File: src/rtl/nco_pkg.sv
// Shared types and elaboration-time helpers for the quadrature NCO.
// The quarter-wave table is computed by constant functions, so it never needs an init file.
package nco_pkg;

  localparam int  MAX_ADDR_W = 12;
  localparam int  MAX_Q      = 1 << (MAX_ADDR_W - 2);
  localparam int  IDX_W      = MAX_ADDR_W - 1;
  localparam int  TAB_W      = 16;
  localparam real PI         = 3.14159265358979323846;

  typedef logic [MAX_Q:0][TAB_W-1:0] qtab_t;

  typedef struct packed {
    logic             vld;
    logic             wrap;
    logic             sin_neg;
    logic             cos_neg;
    logic [IDX_W-1:0] sin_idx;
    logic [IDX_W-1:0] cos_idx;
  } s1_t;

  function automatic int quarter_len(input int addr_w);
    return 1 << (addr_w - 2);
  endfunction

  function automatic int peak_amp(input int amp_w);
    return (1 << (amp_w - 1)) - 1;
  endfunction

  // Odd Taylor series; argument never exceeds pi/2, so the error is far below one LSB.
  function automatic real sin_series(input real x);
    real term;
    real sum;
    term = x;
    sum  = x;
    for (int k = 1; k < 12; k++) begin
      term = -term * x * x / $itor((2 * k) * (2 * k + 1));
      sum  = sum + term;
    end
    return sum;
  endfunction

  function automatic qtab_t quarter_sine(input int addr_w, input int amp_w);
    qtab_t tab;
    real   v;
    tab = '0;
    for (int i = 0; i <= quarter_len(addr_w); i++) begin
      v = $itor(peak_amp(amp_w)) *
          sin_series(PI / 2.0 * $itor(i) / $itor(quarter_len(addr_w)));
      tab[i] = TAB_W'($rtoi(v + 0.5));
    end
    return tab;
  endfunction

endpackage

File: src/rtl/nco_qsine_rom.sv
// Quarter-wave sine magnitude ROM, Q+1 words, two registered read ports
// shared by the sine and cosine paths.
module nco_qsine_rom
  import nco_pkg::*;
#(
  parameter int ADDR_W = 8,
  parameter int AMP_W  = 8
) (
  input  logic             clk,
  input  logic             rst,
  input  logic [IDX_W-1:0] addr_a,
  input  logic [IDX_W-1:0] addr_b,
  output logic [AMP_W-2:0] data_a,
  output logic [AMP_W-2:0] data_b
);

  localparam qtab_t TAB = quarter_sine(ADDR_W, AMP_W);

  logic [AMP_W-2:0] data_a_d, data_a_q;
  logic [AMP_W-2:0] data_b_d, data_b_q;

  always_comb begin
    data_a_d = TAB[addr_a][AMP_W-2:0];
    data_b_d = TAB[addr_b][AMP_W-2:0];
  end

  always_ff @(posedge clk) begin
    if (rst) begin
      data_a_q <= '0;
      data_b_q <= '0;
    end else begin
      data_a_q <= data_a_d;
      data_b_q <= data_b_d;
    end
  end

  assign data_a = data_a_q;
  assign data_b = data_b_q;

endmodule

File: src/rtl/nco_quadrature.sv
// Quadrature NCO: phase accumulator, quadrant fold, shared quarter-wave ROM,
// sign restore. Three-stage free-running pipeline, one sample per en.
module nco_quadrature
  import nco_pkg::*;
#(
  parameter int PHASE_W = 24,
  parameter int ADDR_W  = 8,
  parameter int AMP_W   = 8
) (
  input  logic                    clk,
  input  logic                    rst,
  input  logic                    en,
  input  logic [PHASE_W-1:0]      freq_word,
  input  logic                    load_freq,
  input  logic [ADDR_W-1:0]       phase_offset,
  input  logic                    sync_clr,
  output logic                    out_valid,
  output logic signed [AMP_W-1:0] cos_out,
  output logic signed [AMP_W-1:0] sin_out,
  output logic                    wrap
);

  localparam int Q = quarter_len(ADDR_W);

  // Returns {negate, table index}; odd quadrants mirror to Q-i, which reaches word Q at i=0.
  function automatic logic [IDX_W:0] fold(input logic [ADDR_W-1:0] ph);
    logic [ADDR_W-2:0] i_lin;
    logic [ADDR_W-2:0] idx;
    i_lin = {1'b0, ph[ADDR_W-3:0]};
    idx   = ph[ADDR_W-2] ? (ADDR_W-1)'(Q) - i_lin : i_lin;
    return {ph[ADDR_W-1], IDX_W'(idx)};
  endfunction

  function automatic logic signed [AMP_W-1:0] apply_sign(input logic [AMP_W-2:0] mag,
                                                         input logic neg);
    logic signed [AMP_W-1:0] m;
    m = signed'({1'b0, mag});
    return neg ? -m : m;
  endfunction

  logic [PHASE_W-1:0]      acc_d, acc_q;
  logic [PHASE_W-1:0]      freq_d, freq_q;
  logic [PHASE_W:0]        step_sum;
  logic [ADDR_W-1:0]       p_sin, p_cos;
  s1_t                     s1_p1_d, s1_p1_q;
  logic [AMP_W-2:0]        sin_mag_p2, cos_mag_p2;
  logic                    vld_p2_d, vld_p2_q;
  logic                    wrap_p2_d, wrap_p2_q;
  logic                    sin_neg_p2_d, sin_neg_p2_q;
  logic                    cos_neg_p2_d, cos_neg_p2_q;
  logic                    out_valid_d, out_valid_q;
  logic                    wrap_d, wrap_q;
  logic signed [AMP_W-1:0] cos_d, cos_q;
  logic signed [AMP_W-1:0] sin_d, sin_q;

  always_comb begin
    step_sum = {1'b0, acc_q} + {1'b0, freq_q};
    freq_d   = load_freq ? freq_word : freq_q;
    acc_d    = acc_q;
    if (sync_clr) begin
      acc_d = '0;
    end else if (en) begin
      acc_d = step_sum[PHASE_W-1:0];
    end
  end

  // Stage 1: lookup phase from the pre-update accumulator, folded indices and signs
  always_comb begin
    p_sin        = acc_q[PHASE_W-1 -: ADDR_W] + phase_offset;
    p_cos        = p_sin + ADDR_W'(Q);
    s1_p1_d      = '0;
    s1_p1_d.vld  = en;
    s1_p1_d.wrap = en & ~sync_clr & step_sum[PHASE_W];
    {s1_p1_d.sin_neg, s1_p1_d.sin_idx} = fold(p_sin);
    {s1_p1_d.cos_neg, s1_p1_d.cos_idx} = fold(p_cos);
  end

  // Stage 2: table reads (registered inside the ROM) with control alongside
  nco_qsine_rom #(
    .ADDR_W (ADDR_W),
    .AMP_W  (AMP_W)
  ) u_rom (
    .clk    (clk),
    .rst    (rst),
    .addr_a (s1_p1_q.sin_idx),
    .addr_b (s1_p1_q.cos_idx),
    .data_a (sin_mag_p2),
    .data_b (cos_mag_p2)
  );

  always_comb begin
    vld_p2_d     = s1_p1_q.vld;
    wrap_p2_d    = s1_p1_q.wrap;
    sin_neg_p2_d = s1_p1_q.sin_neg;
    cos_neg_p2_d = s1_p1_q.cos_neg;
  end

  // Stage 3: sign restore; outputs hold when no sample arrives
  always_comb begin
    out_valid_d = vld_p2_q;
    cos_d       = cos_q;
    sin_d       = sin_q;
    wrap_d      = wrap_q;
    if (vld_p2_q) begin
      cos_d  = apply_sign(cos_mag_p2, cos_neg_p2_q);
      sin_d  = apply_sign(sin_mag_p2, sin_neg_p2_q);
      wrap_d = wrap_p2_q;
    end
  end

  always_ff @(posedge clk) begin
    if (rst) begin
      acc_q        <= '0;
      freq_q       <= '0;
      s1_p1_q      <= '0;
      vld_p2_q     <= 1'b0;
      wrap_p2_q    <= 1'b0;
      sin_neg_p2_q <= 1'b0;
      cos_neg_p2_q <= 1'b0;
      out_valid_q  <= 1'b0;
      wrap_q       <= 1'b0;
      cos_q        <= '0;
      sin_q        <= '0;
    end else begin
      acc_q        <= acc_d;
      freq_q       <= freq_d;
      s1_p1_q      <= s1_p1_d;
      vld_p2_q     <= vld_p2_d;
      wrap_p2_q    <= wrap_p2_d;
      sin_neg_p2_q <= sin_neg_p2_d;
      cos_neg_p2_q <= cos_neg_p2_d;
      out_valid_q  <= out_valid_d;
      wrap_q       <= wrap_d;
      cos_q        <= cos_d;
      sin_q        <= sin_d;
    end
  end

  assign out_valid = out_valid_q;
  assign cos_out   = cos_q;
  assign sin_out   = sin_q;
  assign wrap      = wrap_q;

endmodule
File: config.mk
export PLATFORM = sky130hd
export DESIGN_NAME = nco_quadrature
export DESIGN_NICKNAME = d
export VERILOG_FILES = /design/src/rtl/nco_pkg.sv /design/src/rtl/nco_qsine_rom.sv /design/src/rtl/nco_quadrature.sv
export SDC_FILE = /design/constraint.sdc
export NUM_CORES = 1
export LEC_CHECK = 0
export CORE_MARGIN = 2
export CORE_UTILIZATION = 35
export CTS_CLUSTER_DIAMETER = 100
export DETAILED_ROUTE_END_ITERATION = 6
export SYNTH_ARGS = -nofsm -noshare
export SYNTH_HDL_FRONTEND = slang
export SYNTH_SLANG_ARGS = --single-unit
File: constraint.sdc
create_clock -name clk -period 4.6 [get_ports clk]
set_input_delay 0.92 -clock clk [delete_from_list [all_inputs] [get_ports clk]]
set_output_delay 0.92 -clock clk [all_outputs]
set_load 0.005 [all_outputs]
==> run_results.csv <==
group,metric,value,unit
finish,final_cell_area,7450,µm²
sta,max_freq,310,MHz
critical_path,crit_path_top_delay_cell,"or3_1",
finish,nFillCells,1833,
critical_path,path_class,"input pin to flop",
critical_path,r2r-start,"s1_p1_q[11]",
critical_path,critPathRequiredTime,4870,ps
clock_tree,cts.sinks,101,
global_route,grt_max_degree,78,
critical_path,arrival,3490,ps
critical_path,r2r_end,"u_rom.data_b[0]",
clock_tree,clkTransAtPathRegs,70,ps
routing,ant_nets,0,
critical_path,start_kind,"input pin",
sta,tightest_slew,972,ps
sta,slew_headroom,35.1,%
run,max-cap-violations,0,
global_route,track_usage,16.3,%
synthesis,syn_nets,889,
critical_path,critPathLaunch,"phase_offset[0]",
routing,first_pass_iters,5,
synthesis,synth_top_area_share,31.1,%
die,die_x,140,µm
critical_path,crit_top_cell,"or3_1",
die,io_pins,55,
synthesis,yosys_warnings,0,
routing,wire_per_inst,14.6,µm
critical_path,crit_cells,10,
sta,period_minus_slack,3220,ps
synthesis,synthCells,802,
sta,hold_slack,450,ps
global_route,grt_overflow_total,0,
power_and_ir_drop,vdd_drop_max,0.175,mV
power_and_ir_drop,swShare,31.7,%
clock_tree,cts_max_level,3,
critical_path,critical_path.top_delay_family,"simple AND/OR/NAND/NOR gates",
power_and_ir_drop,p_comb_share,22.8,%
status,outcome,"complete, no violations",
power_and_ir_drop,clkPwrFrac,32.0,%
global_route,grt_pass1_wl,26.5,mm
power_and_ir_drop,leakage,2.96,nW
critical_path,cp-end-kind,"flop",
placement,routabilityCongestion,0.903,
finish,syn_to_final_growth,14.7,%
critical_path,r2r_slack,1870,ps
power_and_ir_drop,power.switching,0.727,mW
synthesis,ys_ff_latch,101,
sta,period_share,70.0,%
clock_tree,hold_buffers,0,
synthesis,yosys.area.top_type,"dfxtp_1",
routing,first_iter_violations,458,
sta,fin_worst_skew,7.74,ps
clock_tree,clock_latency,350,ps
sta,report.final.setup_viol,0,
power_and_ir_drop,power.internal,1.57,mW
critical_path,crit_buf_inv,2,
critical_path,cp_cell_sequence,"clkdlybuf4s50_1, ha_1, inv_1, fa_1, nor2b_1, o31a_1, or3_1, and3_1, or3_1, a21oi_1",
die,initial_utilization,35.9,%
placement,portBuffers,54,
routing,vias,5729,
routing,drt-total-wl,15.4,mm
synthesis,ys_seq_area_share,31.1,%
clock_tree,cts_tree,"yes",
critical_path,rr_worst_depth,7,
routing,drc_errors,0,
synthesis,netlist_area,6490,µm²
clock_tree,cts_buffers,9,
clock_tree,cts-root-buf,"clkbuf_16",
die,core,18100,µm²
finish,drive_gt1_share,4.21,%
critical_path,max_stage_delay,450,ps
power_and_ir_drop,total_power,2.29,mW
finish,nets,913,
critical_path,cp_max_fo,8,
sta,rsz0062_at_grt,"no",
sta,slew_violations,0,
power_and_ir_drop,pwr-share-seq,45.2,%
synthesis,ys_top_cells_by_area,"dfxtp_1 31%, ha_1 9.2%, mux2i_1 6.3%",
routing,vias_per_cell,5.40,
placement,dp_hpwl,11.3,mm
clock_tree,post_cts_resized,0,
synthesis,ys.flop_type,"dfxtp_1",
die,die_area,19700,µm²
power_and_ir_drop,p_per_area,308,nW/µm²
finish,antennaDiodeCount,0,
sta,finalHoldViolCount,0,
global_route,antenna_found_initial,1,
synthesis,synth_cell_types,56,
worst_hold_path,worstHoldPathType,"flop to flop",
placement,place_area,7170,µm²
synthesis,async_flop_share,0,%
synthesis,syn_area_per_cell,8.10,µm²
critical_path,crit_end,"s1_p1_q[15]",
die,die_h,140,µm
sta,fin_tns_setup,0,ps
synthesis,synth_edf_count,0,
die,fp-row-count,49,
clock_tree,postCtsSetupRepairBufs,0,
global_route,grt_pass1_vias,5286,
clock_tree,cts_buffer_depth,2,
power by group through the flow:
stage / clock network (mW) / registers [mW] / logic, mW
after floorplan: 0 / 0.992 / 0.442
after global placement: 0 / 1.06 / 0.517
after detailed placement: 0 / 1.06 / 0.520
after CTS: 0.759 / 1.04 / 0.523
after global routing: 0.796 / 1.05 / 0.592
final: 0.734 / 1.04 / 0.523
per-layer routing:
layer	up-vias	track usage, %	share of wire, %
li1	2954	-	-
met1	2640	23.3	51
met2	123	25.4	45
met3	12	2.91	3.4
met4	0	4.52	1.1
met5	-	0	0
cells in the mapped netlist (8+ instances only):
cell type and n:
inv_1 36, xnor2_1 8, nand2_1 52, nor2_1 101
a21o_1 14, o21a_1 11, a211oi_1 33, buf_1 10
nand3_1 19, xor2_1 16, a21oi_1 72, nor3_1 13
o21ai_0 45, mux2i_1 41, nand2b_1 13, ha_1 48
nor2b_1 12, clkbuf_1 32, nand4_1 11, or3_1 16
dfxtp_1 101
worst min path at each step:
stage / start / end / slack (ps) / cells past startpoint
final: vld_p2_d / out_valid_d / 450 / 1
after floorplan: cos_neg_p2_d / cos_neg_p2_q / 410 / 1
after global routing: vld_p2_d / out_valid_d / 480 / 1
after global placement: vld_p2_d / out_valid_d / 420 / 1
after CTS: vld_p2_d / out_valid_d / 450 / 1
after detailed placement: vld_p2_d / out_valid_d / 420 / 1
flip-flops by register name, indices dropped and copies added (netlist names), 7 cells and up:
signal / cells
cos_out: 8
u_rom.data_a: 7
s1_p1_q: 13
acc_q: 24
sin_out: 8
freq_q: 24
u_rom.data_b: 7
cell usage in the layout, fill, tap and decap left out, types with 7 or more instances in the layout:
cell type	n
o21a_1	11
nor2b_1	12
a211oi_1	33
mux2i_1	41
clkdlybuf4s50_1	53
xor2_1	16
nor2_1	101
o21ai_0	45
a21oi_1	72
clkbuf_16	9
xnor2_1	8
nand2b_1	13
dfxtp_1	101
a31oi_1	7
a21o_1	14
ha_1	48
nor3_1	13
nand3_1	19
or3_1	16
inv_1	36
nand2_1	52
nand4_1	11
stage by stage:
step	cells	util, %	worst slack [ps]
floorplan	802	-	1620
global placement	1044	39.6	1100
detailed placement	1044	39.6	1070
CTS	1060	41.2	1420
global route	1060	41.2	1170
finish	1060	41.2	1380
kinds of logic after synthesis:
family / share of synthesized area [%]
simple gates: 18.4
compound gates: 24.3
flops: 31.1
buf+inv: 4.84
fa+ha+maj: 9.86
mux: 8.23
xor+xnor: 3.24
final cells by class:
type,count,area (µm²),share of cell area (%)
Clock buffer,9,225,3.02
Clock inverter,7,58.8,0.789
Inverter,36,135,1.81
Multi-Input combinational cell,620,4160,55.8
Sequential cell,101,2020,27.1
Tap cell,229,287,3.84
Timing Repair Buffer,58,566,7.59
No activity file was read; power rests on OpenSTA's default activity.
